==> config.mk <==
export PLATFORM = sky130hd
export DESIGN_NAME = key_bounce_gen
export DESIGN_NICKNAME = d
export VERILOG_FILES = /design/src/rtl/key_bounce_gen.sv
export SDC_FILE = /design/constraint.sdc
export NUM_CORES = 1
export LEC_CHECK = 0
export CORE_MARGIN = 2
export CORE_UTILIZATION = 50
export DETAILED_ROUTE_END_ITERATION = 10
export PLACE_DENSITY = 0.75
export SLEW_MARGIN = 20
export SYNTH_ARGS = -nofsm -noshare
export SYNTH_HDL_FRONTEND = slang
export SYNTH_SLANG_ARGS = --single-unit
==> constraint.sdc <==
create_clock -name clk -period 2.5 [get_ports clk]
set_input_delay 0.5 -clock clk [delete_from_list [all_inputs] [get_ports clk]]
set_output_delay 0.5 -clock clk [all_outputs]
set_load 0.005 [all_outputs]
==> src/rtl/key_bounce_gen.sv <==
// Emulated mechanical push-button: on each start request it drives a bouncy press,
// a stable low hold and a bouncy release on key_out, pseudo-randomised by an LFSR.
module key_bounce_gen #(
    parameter int          BOUNCE_CNT = 3,
    parameter int          BOUNCE_MAX = 16,
    parameter int          HOLD_LEN   = 1000,
    parameter logic [15:0] SEED       = 16'hACE1
) (
    input  logic       clk,
    input  logic       rst_n,
    input  logic       start,
    output logic       key_out,
    output logic       busy,
    output logic       done,
    output logic [2:0] press_cnt
);

    localparam logic [1:0] IDLE     = 2'd0;
    localparam logic [1:0] P_BOUNCE = 2'd1;
    localparam logic [1:0] HOLD     = 2'd2;
    localparam logic [1:0] R_BOUNCE = 2'd3;

    localparam int SEG_W  = $clog2(BOUNCE_MAX + 1);
    localparam int HOLD_W = $clog2(HOLD_LEN + 1);
    localparam int IDX_W  = (2 * BOUNCE_CNT + 1 > 2) ? $clog2(2 * BOUNCE_CNT + 1) : 1;

    localparam logic [7:0]        SEG_MASK  = 8'(BOUNCE_MAX - 1);
    localparam logic [SEG_W-1:0]  SEG_ONE   = SEG_W'(1);
    localparam logic [HOLD_W-1:0] HOLD_INIT = HOLD_W'(HOLD_LEN);
    localparam logic [HOLD_W-1:0] HOLD_ONE  = HOLD_W'(1);
    localparam logic [IDX_W-1:0]  LAST_SEG  = IDX_W'(2 * BOUNCE_CNT - 1);

    logic [1:0]        state;
    logic [15:0]       lfsr;
    logic [SEG_W-1:0]  seg_cnt;
    logic [HOLD_W-1:0] hold_cnt;
    logic [IDX_W-1:0]  seg_idx;
    logic [SEG_W-1:0]  seg_len;

    // Segment length is taken from the LFSR value present at the edge that opens the segment.
    assign seg_len = SEG_W'(lfsr[7:0] & SEG_MASK) + SEG_ONE;

    always_ff @(posedge clk or negedge rst_n) begin
        if (!rst_n) begin
            state     <= IDLE;
            lfsr      <= SEED;
            seg_cnt   <= '0;
            hold_cnt  <= '0;
            seg_idx   <= '0;
            key_out   <= 1'b1;
            busy      <= 1'b0;
            done      <= 1'b0;
            press_cnt <= 3'd0;
        end else begin
            lfsr <= {lfsr[0] ^ lfsr[2] ^ lfsr[3] ^ lfsr[5], lfsr[15:1]};
            done <= 1'b0;
            case (state)
                IDLE: begin
                    if (start) begin
                        busy    <= 1'b1;
                        key_out <= 1'b0;
                        if (BOUNCE_CNT > 0) begin
                            state   <= P_BOUNCE;
                            seg_cnt <= seg_len;
                            seg_idx <= '0;
                        end else begin
                            state    <= HOLD;
                            hold_cnt <= HOLD_INIT;
                        end
                    end
                end
                P_BOUNCE: begin
                    if (seg_cnt == SEG_ONE) begin
                        if (seg_idx == LAST_SEG) begin
                            state    <= HOLD;
                            hold_cnt <= HOLD_INIT;
                            key_out  <= 1'b0;
                        end else begin
                            seg_idx <= seg_idx + IDX_W'(1);
                            seg_cnt <= seg_len;
                            key_out <= ~key_out;
                        end
                    end else begin
                        seg_cnt <= seg_cnt - SEG_ONE;
                    end
                end
                HOLD: begin
                    if (hold_cnt == HOLD_ONE) begin
                        if (BOUNCE_CNT > 0) begin
                            state   <= R_BOUNCE;
                            seg_idx <= '0;
                            seg_cnt <= seg_len;
                            key_out <= 1'b1;
                        end else begin
                            state     <= IDLE;
                            key_out   <= 1'b1;
                            busy      <= 1'b0;
                            done      <= 1'b1;
                            press_cnt <= press_cnt + 3'd1;
                        end
                    end else begin
                        hold_cnt <= hold_cnt - HOLD_ONE;
                    end
                end
                R_BOUNCE: begin
                    if (seg_cnt == SEG_ONE) begin
                        if (seg_idx == LAST_SEG) begin
                            state     <= IDLE;
                            key_out   <= 1'b1;
                            busy      <= 1'b0;
                            done      <= 1'b1;
                            press_cnt <= press_cnt + 3'd1;
                        end else begin
                            seg_idx <= seg_idx + IDX_W'(1);
                            seg_cnt <= seg_len;
                            key_out <= ~key_out;
                        end
                    end else begin
                        seg_cnt <= seg_cnt - SEG_ONE;
                    end
                end
                default: state <= IDLE;
            endcase
        end
    end

endmodule
Yosys cells after proc, flatten, opt, wreduce, memory -nomap -nowiden
Cells that the tools add are included.

operators by class
  add/subtract/negate cells = 5
  eq/ne operators = 16
  mux-type cells = 35
  bitwise logic cells = 4
  reductions and logical operators = 11

operator list
  operator                                                                count
  10-bit 2-to-1 mux                                                       3
  5-bit 2-to-1 mux                                                        4
  10-bit case mux with 2 select lines                                     1
  2-bit != test, second input constant                                    8
  4-bit AND reduction                                                     4
  5-bit case mux with 3 select lines                                      1
  1-bit 2-to-1 mux                                                        12
  2-bit 2-to-1 mux                                                        6
  3-bit 2-to-1 mux                                                        4
  10-bit by 1-bit equality test with 1-bit output, second input constant  1
  10-bit by 1-bit subtractor with 10-bit output, second input constant    1
  3-bit case mux with 3 select lines                                      1
  2-bit case mux with 4 select lines                                      1
  3-bit by 1-bit adder with 3-bit output, second input constant           2
  3-bit AND reduction                                                     2
  6-bit AND reduction                                                     1
  4-bit by 1-bit adder with 5-bit output, second input constant           1
  5-bit by 1-bit equality test with 1-bit output, second input constant   1
  5-bit by 1-bit subtractor with 5-bit output, second input constant      1
  2-bit equality test, second input constant                              2
  1-bit case mux with 4 select lines                                      1
  2-bit nonzero test                                                      2
  3-bit equality test, second input constant                              1
  3-bit != test, second input constant                                    1
  other kinds (7)                                                         9

word-level totals
  register bits = 42
  bits of input ports = 3
  output and inout bits = 6
  logic and storage cells = 80

Logic depth before layout (Yosys ltp)
  depth after elaboration = 4
  gate-level depth with buffers = 7
  mapped depth without buffers = 6

Worst setup path after synthesis
Ideal clock, no wire load.

  kind = flip-flop to flip-flop
  start point = register seg_cnt[1]
  end point = register hold_cnt[4]
  setup time = 0.125 ns
  arrival time = 1.732 ns
  required time = 2.375 ns
  path slack = 0.643 ns
  stages on the path, launching flop included = 8
  buffers on the path = 1
  clock period less this slack = 1.857 ns
  cells stage by stage = dfrtp_1 -> inv_1 -> ha_1 -> or4b_4 -> buf_6 -> o21ai_4 -> nand3_2 -> mux2_4

between the ends
  word-level cells in the longest chain between the ends = 3

RTL lines
  item                                            line  text
  start, declared                                 35    logic [SEG_W-1:0] seg_cnt;
  start signal, assigned                          64    seg_cnt <= seg_len;
  start signal, assigned                          80    seg_cnt <= seg_len;
  start signal, assigned                          84    seg_cnt <= seg_cnt - SEG_ONE;
  5-bit by 1-bit equality test with 1-bit output  73    if (seg_cnt == SEG_ONE) begin
  2-bit != test (no source line)                  -
  4-bit AND reduction (no source line)            -
  end signal, assigned                            102   hold_cnt <= hold_cnt - HOLD_ONE;
  end, declared                                   36    logic [HOLD_W-1:0] hold_cnt;

No other way between the ends.
A chain may end at the register's enable or synchronous reset.

Final worst setup path
  start point = register hold_cnt[1]
  end point = register seg_cnt[1]

between the ends
  word-level cells in the longest chain between the ends = 3

RTL lines
  item                                             line  text
  10-bit by 1-bit equality test with 1-bit output  88    if (hold_cnt == HOLD_ONE) begin
  2-bit != test (no source line)                   -
  3-bit AND reduction (no source line)             -
  end signal, assigned                             80
  end signal, assigned                             84
  end signal, assigned                             92    seg_cnt <= seg_len;

No other way between the ends.

==> impl_metrics.tcl <==
set metrics [dict create \
    vdd_ir_drop_max_mv 0.390 \
    post-route-drc-count 0 \
    ctsHoldBuffers 0 \
    dp_hpwl_mm 2.97 \
    clk_latency_ns 0.29 \
    cts_post_setup_buffers_inserted 0 \
    synth.area.top_cells "dfrtp_1 (37%), dfstp_2 (11%), ha_1 (7.3%)" \
    fp.dieW_um 70.6 \
    setup_viol_count_final 0 \
    cp.arrival_ns 2.26 \
    cts.path.max_buffers 2 \
    route.vias.total 1599 \
    fin_nets 232 \
    antennaDiodeCount 0 \
    post-synth-top-count-cell "dfrtp_1" \
    synth_cells 201 \
    synth.top_cell.area_share_pct 37.2 \
    total_leakage_power_uw 0.00111 \
    hold_path_class "in2async" \
    all_layer_gr_usage_pct 18.6 \
    initial_core_util_pct 51.3 \
    cp-start-kind "flip-flop" \
    cts-buffers-inserted 5 \
    timing_max_transition_violations_final 0 \
    grt-ovfl-total 0 \
    via_count_of_the_first_global_routing_pass 1562 \
    combinational_fraction_of_design_power_pct 1.4 \
    clk_transition_reported_paths_ns 0.08 \
    worst_path_max_fanout 7 \
    drt_iter0_markers 65 \
    synth_enable_flop_cells 0 \
    antenna_found_initial 0 \
    clock.fmax_mhz 488 \
    worst_slew_margin_rel_pct 58.0 \
    power.internal_uw 983 \
    clock_sink_count 42 \
    fp-row-count 24 \
    power.switching_uw 256 \
    mappedNetlistArea_um2 2220 \
    area_inside_the_core_boundary_um2 4320 \
    timing.setup.critical_path_class "reg2reg" \
    die_height_um 70.6 \
    clock_power_share_pct 43.8 \
    skew_ns 0.00467 \
    timing.setup.tns_ns 0 \
    weighted_congestion_reported_at_the_end_of_routability_driven_placement 0.849 \
    area_growth_pct 11.9 \
    synth_commonest_cells "dfrtp_1 (33), ha_1 (13), nor2_1 (12), inv_1 (11), nor3_1 (10)" \
    critical-path-slowest-cell "dfrtp_1" \
    report.final.hold_viol_count 0 \
    post_cts_resized 0 \
    cts_root_buffer "clkbuf_8" \
    tritoncts "built" \
    tightest_slew_ns 0.627 \
    synth_seq_area_share_pct 47.9 \
    grt_first_pass_wirelength_mm 7.49 \
    placed_area_um2 2370 \
    antenna_violating_nets_post_route 0 \
    syn_avg_cell_area_um2 11.0 \
    power.share.sequential_pct 54.8 \
    finalCritPeriodShare_pct 81.9 \
    synth_ff_type "dfrtp_1" \
    final.min_clock_period_ns 2.05 \
    maxCapViolations 0 \
    p_per_area_nw_per_um2 499 \
    grt_max_degree 24 \
    viasPerCell 5.94 \
    cell_type_with_the_highest_aggregate_area_in_the_netlist "dfrtp_1" \
    drt_pre_antenna_iters 4 \
    routed_wire_length_mm 4.22 \
    wire_per_inst_um 15.7 \
    crit_path_cell_trace "inv_1, ha_1, nor4b_4, a31oi_1, nor2_1, mux2i_1" \
    proportion_of_register_bits_with_asynchronous_set_or_reset_after_synthesis_pct 100 \
    drive_gt1_share_pct 17.1 \
    rsz0062_at_grt "no" \
    die-area_um2 4990 \
    finish.instance_area_um2 2480 \
    timing.critical_path.to_type "flip-flop" \
    ios 9 \
    yosysWarningCount 0 \
    yosys_register_bits 42 \
    synthesis.nets 217 \
    run_status "complete, no violations" \
    netSwitchingFraction_pct 20.7 \
    critPathRequiredTime_ns 2.71 \
    max_stage_delay_ns 0.42 \
    number_of_distinct_library_cells_after_synthesis 60 \
    h-tree-depth 2 \
    port-buffer-count 8 \
]
==> through the flow <==
| step | hold WS (ns) | std cells | util, % | power, uW | setup slack, ns |
|---|---|---|---|---|---|
| floorplan | 0.204 | 201 | - | 693 | 0.643 |
| global placement | 0.334 | 261 | 54.8 | 711 | 0.497 |
| detailed placement | 0.336 | 261 | 54.8 | 711 | 0.503 |
| CTS | 0.179 | 269 | 57.4 | 1260 | 0.475 |
| global route | 0.181 | 269 | 57.4 | 1290 | 0.234 |
| finish | 0.164 | 269 | 57.4 | 1240 | 0.452 |
==> path summary, 6_finish.rpt <==
check	start	slack, ns	to	depth (start not counted)
min in group clk	lfsr[4]	0.35	lfsr[3]	0
setup reg to reg	hold_cnt[1]	0.45	seg_cnt[1]	6
setup / recovery	hold_cnt[1]	0.45	seg_cnt[1]	6
hold / removal	rst_n	0.16	press_cnt[1]	1
hold reg to reg	lfsr[4]	0.35	lfsr[3]	0
max in group asynchronous	rst_n	1.72	lfsr[10]	2
==> registers in the layout (all words and copies together) (netlist names) <==
signal	cells
seg_cnt	5
press_cnt	3
seg_idx	3
busy	1
hold_cnt	10
state	2
key_out	1
done	1
lfsr	16
==> kinds of logic (layout without fill, tap and decap cells) <==
logic type      count (synthesis)  in the layout  share of synthesized area [%]
compound gates                 46             46                           16.3
xor+xnor                        7              7                           2.76
fa+ha+maj                      13             13                           7.33
buf+inv                        17             33                           3.38
flops                          42             42                           47.9
mux                             8              8                           3.95
simple gates                   68             68                           18.4
==> cell type report <==
cell class                      count  area [um2]
Clock buffer                        5        68.8
Clock inverter                      3        43.8
Fill cell                         383        1840
Inverter                           11        41.3
Multi-Input combinational cell    142        1080
Sequential cell                    42        1060
Tap cell                           52        65.1
Timing Repair Buffer               14         120
==> cell usage in the layout, fill, tap and decap left out, types with 5 or more instances in the layout <==
| master | synthesis | final |
|---|---|---|
| a21oi_1 | 6 | 6 |
| buf_4 | 1 | 6 |
| clkbuf_8 | 0 | 5 |
| clkdlybuf4s50_1 | 0 | 7 |
| dfrtp_1 | 33 | 33 |
| dfstp_2 | 9 | 9 |
| ha_1 | 13 | 13 |
| inv_1 | 11 | 11 |
| mux2i_1 | 5 | 5 |
| nand2_1 | 9 | 9 |
| nand3_1 | 6 | 6 |
| nand4_1 | 6 | 6 |
| nor2_1 | 12 | 12 |
| nor3_1 | 10 | 10 |
| o31ai_1 | 7 | 7 |
| xnor2_1 | 5 | 5 |
==> power groups by stage <==
| stage | Combinational (uW) | Clock [uW] | Sequential, uW |
|---|---|---|---|
| after floorplan | 0.236 | 0 | 693 |
| after global placement | 18.4 | 0 | 692 |
| after detailed placement | 18.8 | 0 | 692 |
| after CTS | 18.8 | 557 | 679 |
| after global routing | 20.8 | 590 | 680 |
| final | 17.5 | 542 | 679 |
==> critical path, delay by kind of cell (launching register included) <==
family,cells,cell delay [ns]
buffers and inverters,1,0.12
muxes,1,0.23
adders and majority gates,1,0.16
and+or+nand+nor,2,0.70
AOI/OAI and AO/OA,1,0.34
DFF,1,0.42
==> metal layers <==
metal | global-route usage, % | share of wire (%)
met4 | 6.71 | 1.4
met2 | 26.9 | 45
met5 | 0 | 0
met3 | 4.27 | 3.0
met1 | 27.6 | 51
No activity file was read; power rests on OpenSTA's default activity.
